File: src/rtl/seg_display_scheduler.sv
// Seven-segment display page scheduler: debounced page button plus a debug snapshot override.
// Optional auto-advance of the page when idle is built only with DISP_AUTOSCAN_EN defined.
module seg_display_scheduler #(
    parameter int unsigned DEBOUNCE_CYCLES = 16,
    parameter int unsigned HOLD_CYCLES     = 64,
    parameter int unsigned SCAN_CYCLES     = 256
) (
    input  logic        clk,
    input  logic        rst_n,
    input  logic        button,
    input  logic [31:0] src0_data,
    input  logic [31:0] src1_data,
    input  logic [31:0] src2_data,
    input  logic [31:0] src3_data,
    input  logic        dbg_req,
    input  logic [31:0] dbg_data,
    output logic        dbg_ack,
    output logic [31:0] disp_data,
    output logic        disp_hi,
    output logic [2:0]  page,
    output logic        dbg_active
);

    // state | meaning
    // PAGE  | manual page shown, disp_data follows the selected source
    // DBG   | debug snapshot frozen on the display for HOLD_CYCLES cycles
    typedef enum logic {PAGE, DBG} state_t;

    localparam logic [15:0] DEB_LAST  = 16'(DEBOUNCE_CYCLES - 1);
    localparam logic [15:0] HOLD_LAST = 16'(HOLD_CYCLES);
    localparam logic [15:0] CNT_MAX   = 16'hFFFF;

    if (DEBOUNCE_CYCLES < 1 || DEBOUNCE_CYCLES > 65535 ||
        HOLD_CYCLES < 1 || HOLD_CYCLES > 65535 ||
        SCAN_CYCLES < 1 || SCAN_CYCLES > 65535) begin : g_bad_param
        $error("seg_display_scheduler: cycle parameters must be in 1..65535");
    end

    state_t      state, state_next;
    logic        btn_meta, btn_sync;
    logic [15:0] deb_cnt;
    logic        press;
    logic [15:0] hold_cnt, hold_next;
    logic [2:0]  page_next;
    logic [31:0] disp_next;
    logic        ack_next;
    logic [31:0] src_sel;

    always_ff @(posedge clk or negedge rst_n) begin
        if (!rst_n) begin
            btn_meta <= 1'b0;
            btn_sync <= 1'b0;
            deb_cnt  <= '0;
        end else begin
            btn_meta <= button;
            btn_sync <= btn_meta;
            if (!btn_sync)
                deb_cnt <= '0;
            else if (deb_cnt != CNT_MAX)
                deb_cnt <= deb_cnt + 16'd1;
        end
    end

    // Fires only on the transition to DEBOUNCE_CYCLES; a held button saturates past it.
    assign press = btn_sync && (deb_cnt == DEB_LAST);

    always_comb begin
        case (page[2:1])
            2'd0:    src_sel = src0_data;
            2'd1:    src_sel = src1_data;
            2'd2:    src_sel = src2_data;
            default: src_sel = src3_data;
        endcase
    end

`ifdef DISP_AUTOSCAN_EN
    localparam logic [15:0] SCAN_LAST = 16'(SCAN_CYCLES - 1);
    logic [15:0] scan_cnt, scan_next;
    logic        scan_due;

    assign scan_due = (scan_cnt == SCAN_LAST);

    always_comb begin
        scan_next = scan_cnt;
        if (state != PAGE || dbg_req || press || scan_due)
            scan_next = '0;
        else if (scan_cnt != CNT_MAX)
            scan_next = scan_cnt + 16'd1;
    end

    always_ff @(posedge clk or negedge rst_n) begin
        if (!rst_n) scan_cnt <= '0;
        else        scan_cnt <= scan_next;
    end
`else
    logic scan_due;
    assign scan_due = 1'b0;
`endif

    always_comb begin
        state_next = state;
        page_next  = page;
        disp_next  = disp_data;
        ack_next   = 1'b0;
        hold_next  = hold_cnt;
        case (state)
            PAGE: begin
                disp_next = src_sel;
                hold_next = '0;
                if (dbg_req) begin
                    state_next = DBG;
                    ack_next   = 1'b1;
                end else if (press || scan_due) begin
                    page_next = page + 3'd1;
                end
            end
            default: begin
                // Snapshot is taken at the end of the ack cycle, then frozen.
                if (dbg_ack)
                    disp_next = dbg_data;
                if (hold_cnt == HOLD_LAST) begin
                    state_next = PAGE;
                    disp_next  = src_sel;
                end else if (hold_cnt != CNT_MAX) begin
                    hold_next = hold_cnt + 16'd1;
                end
            end
        endcase
    end

    always_ff @(posedge clk or negedge rst_n) begin
        if (!rst_n) begin
            state     <= PAGE;
            page      <= '0;
            disp_data <= '0;
            dbg_ack   <= 1'b0;
            hold_cnt  <= '0;
        end else begin
            state     <= state_next;
            page      <= page_next;
            disp_data <= disp_next;
            dbg_ack   <= ack_next;
            hold_cnt  <= hold_next;
        end
    end

    assign dbg_active = (state == DBG);
    assign disp_hi    = (state == DBG) ? 1'b0 : page[0];

endmodule

File: config.mk
export PLATFORM = sky130hd
export DESIGN_NAME = seg_display_scheduler
export DESIGN_NICKNAME = d
export VERILOG_FILES = /design/src/rtl/seg_display_scheduler.sv
export SDC_FILE = /design/constraint.sdc
export NUM_CORES = 1
export LEC_CHECK = 0
export BUFFER_PORTS_ARGS = -buffer_cell sky130_fd_sc_hd__buf_2
export CAP_MARGIN = 15
export CORE_MARGIN = 2
export CORE_UTILIZATION = 44
export CTS_BUF_LIST = sky130_fd_sc_hd__clkbuf_8
export DETAILED_ROUTE_END_ITERATION = 8
export PLACE_DENSITY = 0.79
export RECOVER_POWER = 100
export SETUP_SLACK_MARGIN = 0.05
export SYNTH_ARGS = -nofsm -noshare
export SYNTH_HDL_FRONTEND = slang
export SYNTH_SLANG_ARGS = --single-unit
File: constraint.sdc
create_clock -name clk -period 2 [get_ports clk]
set_input_delay 0.4 -clock clk [delete_from_list [all_inputs] [get_ports clk]]
set_output_delay 0.4 -clock clk [all_outputs]
set_load 0.1 [all_outputs]
==> impl_metrics.ini <==
[outcome]
status = completed

[timing]
worst_pin_slew_ns = 1.02
slew_headroom = 0.321
finalCritPeriodShare = 0.951
setup_ws_ns = 0.0980
max_freq_ghz = 0.526
fin_worst_skew_ns = 0.0108
setup-violations-final = 0
rsz0062_at_grt = no
final-hold-violation-count = 0
fin_crit_ns = 1.90
timing.hold.ws_ns = 0.158
finalMaxSlewViolations = 0

[die]
core_mm2 = 0.00964
die_width_um = 103
rows = 36
die_height_um = 103
dieArea_mm2 = 0.0106
start_util = 0.447
pin_count = 202

[synthesis]
yosys.area.top_type_share = 0.412
synth_area_mm2 = 0.00431
syn_nets = 558
syn_area_per_cell_um2 = 11.1
netlist_instances = 390
synth_edf_count = 0
synthFlopType = dfrtp_1
yosysMostFrequentCell = dfrtp_1
yosysTopAreaCell = dfrtp_1
async_reset_ff_frac = 1.00
synth_warnings = 0
seq_area_frac_synth = 0.412
synthTopCellsByCount = dfrtp_1 (71), nand2_1 (42), mux2i_1 (34), o21ai_0 (34), mux4_2 (32)
synth-seq-cells = 71
synth.distinct_cells = 43
synth.area.top_cells = dfrtp_1 (41%), mux4_2 (17%), mux2i_1 (7.9%)

[global_route]
gr-total-overflow = 0
grt_pass1_wl_um = 18200
grt_max_degree = 66
grt_pass1_vias = 3880
antenna_found_initial = 0
grt_util_all_layers = 0.221

[route]
wl_per_cell_um = 17.0
final_antenna_net_count = 0
routedLengthMet1_um = 5080
top_layer_used = met4
met3_length_um = 765
wl_met2_um = 6320
vias_per_cell = 5.68
routed_wl_um = 12400
first_iter_violations = 184
drt_first_pass_iters = 5
drcViolationCount = 0
vias = 4150

[clock_tree]
cts_sinks = 71
ctsRootBufferMaster = clkbuf_8
cts_max_level = 3
clkTransAtPathRegs_ns = 0.08
ctsLongestPathBuffers = 2
clk_latency_ns = 0.34
numCtsBuffers = 9
cts_tree = built

[place]
dp_worst_setup_slack_ns = 0.0381
dpl-instance-area_mm2 = 0.00558
dp_hpwl_um = 9580
numPortBuffers = 201
place_congestion = 0.913

[critical_path]
critPathMaxFanout = 21
critical_path_class = flop to flop
start_kind = flop
crit_arrival_ns = 2.16
required_ns = 2.26
end_kind = flop

[flow_run]
cap_violations = 0

[final_layout]
nets = 761
multi_input_area_mm2 = 0.00240
final_area_mm2 = 0.00581
antenna_cells = 0
regArea_mm2 = 0.00178
n_fill_cell = 822
syn_to_final_growth_pct = 34.8
layout-drive-gt1-share = 0.475

[hold_path]
hold_path_class = primary input to flop

[power]
power.leakage_nw = 2.57
p_total_mw = 3.19
vdd_drop_max_uv = 319
power.density_mw_per_mm2 = 549
repair_timing:
item                       4_1_cts  5_1_grt
hold endpoints to repair        16        0
hold buffers                     1        0
setup endpoints to repair        3       15
buffers inserted                 1        1
resized for setup                2       13
power breakdown:
part	internal [mW]	switching, mW	total [mW]
combinational	0.201	0.381	0.582
clock	0.567	0.541	1.11
sequential	1.47	0.0265	1.50
total	2.24	0.949	3.19
per-stage QoR:
| step | instances | TNS (ns) | util |
|---|---|---|---|
| 3_5_place_dp | 712 | 0 | 0.579 |
| 6_report | 731 | 0 | 0.603 |
| 2_1_floorplan | 390 | -0.0302 | - |
| 5_1_grt | 731 | 0 | 0.603 |
| 3_3_place_gp | 712 | 0 | 0.579 |
| 4_1_cts | 730 | 0 | 0.602 |
final timing paths:
| kind | from | end | slack, ns | cells past startpoint |
|---|---|---|---|---|
| max in group asynchronous | rst_n | disp_data[15] | 0.41 | 3 |
| max | hold_cnt[1] | hold_cnt[9] | 0.1 | 7 |
| min reg2reg | btn_meta | btn_sync | 0.35 | 0 |
| min in group asynchronous | rst_n | disp_data[28] | 0.75 | 2 |
| max reg2reg | hold_cnt[1] | hold_cnt[9] | 0.1 | 7 |
| min | button | btn_meta | 0.16 | 1 |
kinds of logic (layout without fill, tap and decap cells):
logic type,count (synthesis),after routing,share of synthesized area
AOI/OAI and AO/OA,85,85,0.116
xor gates and xnor gates,5,5,0.0102
adders and majority gates,4,4,0.0116
buffers and inverters,37,245,0.0406
DFF,71,71,0.412
muxes,68,68,0.251
and+or+nand+nor,120,120,0.158
worst max-delay path, cell delays in order (launching register included):
cell     delay, ns
dfrtp_1       0.39
inv_1         0.06
ha_1          0.18
nor4b_2       0.17
and4_4        0.18
buf_8         0.15
or4_1         0.52
a21oi_1       0.17
registers in the layout, indices dropped and copies added (netlist names):
| signal | cells |
|---|---|
| dbg_ack | 1 |
| btn_meta | 1 |
| btn_sync | 1 |
| hold_cnt | 16 |
| deb_cnt | 16 |
| page | 3 |
| dbg_active | 1 |
| disp_data | 32 |
cell usage in the layout, fill, tap and decap left out, drive strengths merged, types with 3 or more instances in the layout:
cell / instances
a21oi: 18
a31oi: 3
and2: 3
and3: 4
and4: 11
buf: 182
clkbuf: 49
clkinv: 4
dfrtp: 71
ha: 4
inv: 7
mux2i: 34
mux4: 32
nand2: 42
nand2b: 3
nand3: 6
nand4: 11
nor2: 7
nor3: 5
nor4: 6
o21ai: 39
o31ai: 14
or3: 5
or4: 12
xor2: 5
per-layer routing:
layer	up-vias	GRT usage
met5	-	0
met4	0	0.0739
met3	18	0.0508
met2	175	0.365
met1	2037	0.288
li1	1920	-
final cells by class:
type	count	area share
Clock buffer	9	0.0213
Sequential cell	71	0.306
Timing Repair Buffer	223	0.216
Multi-Input combinational cell	282	0.413
Inverter	6	0.00388
Tap cell	133	0.0286
Clock inverter	7	0.0112
No activity file was read; power rests on OpenSTA's default activity.
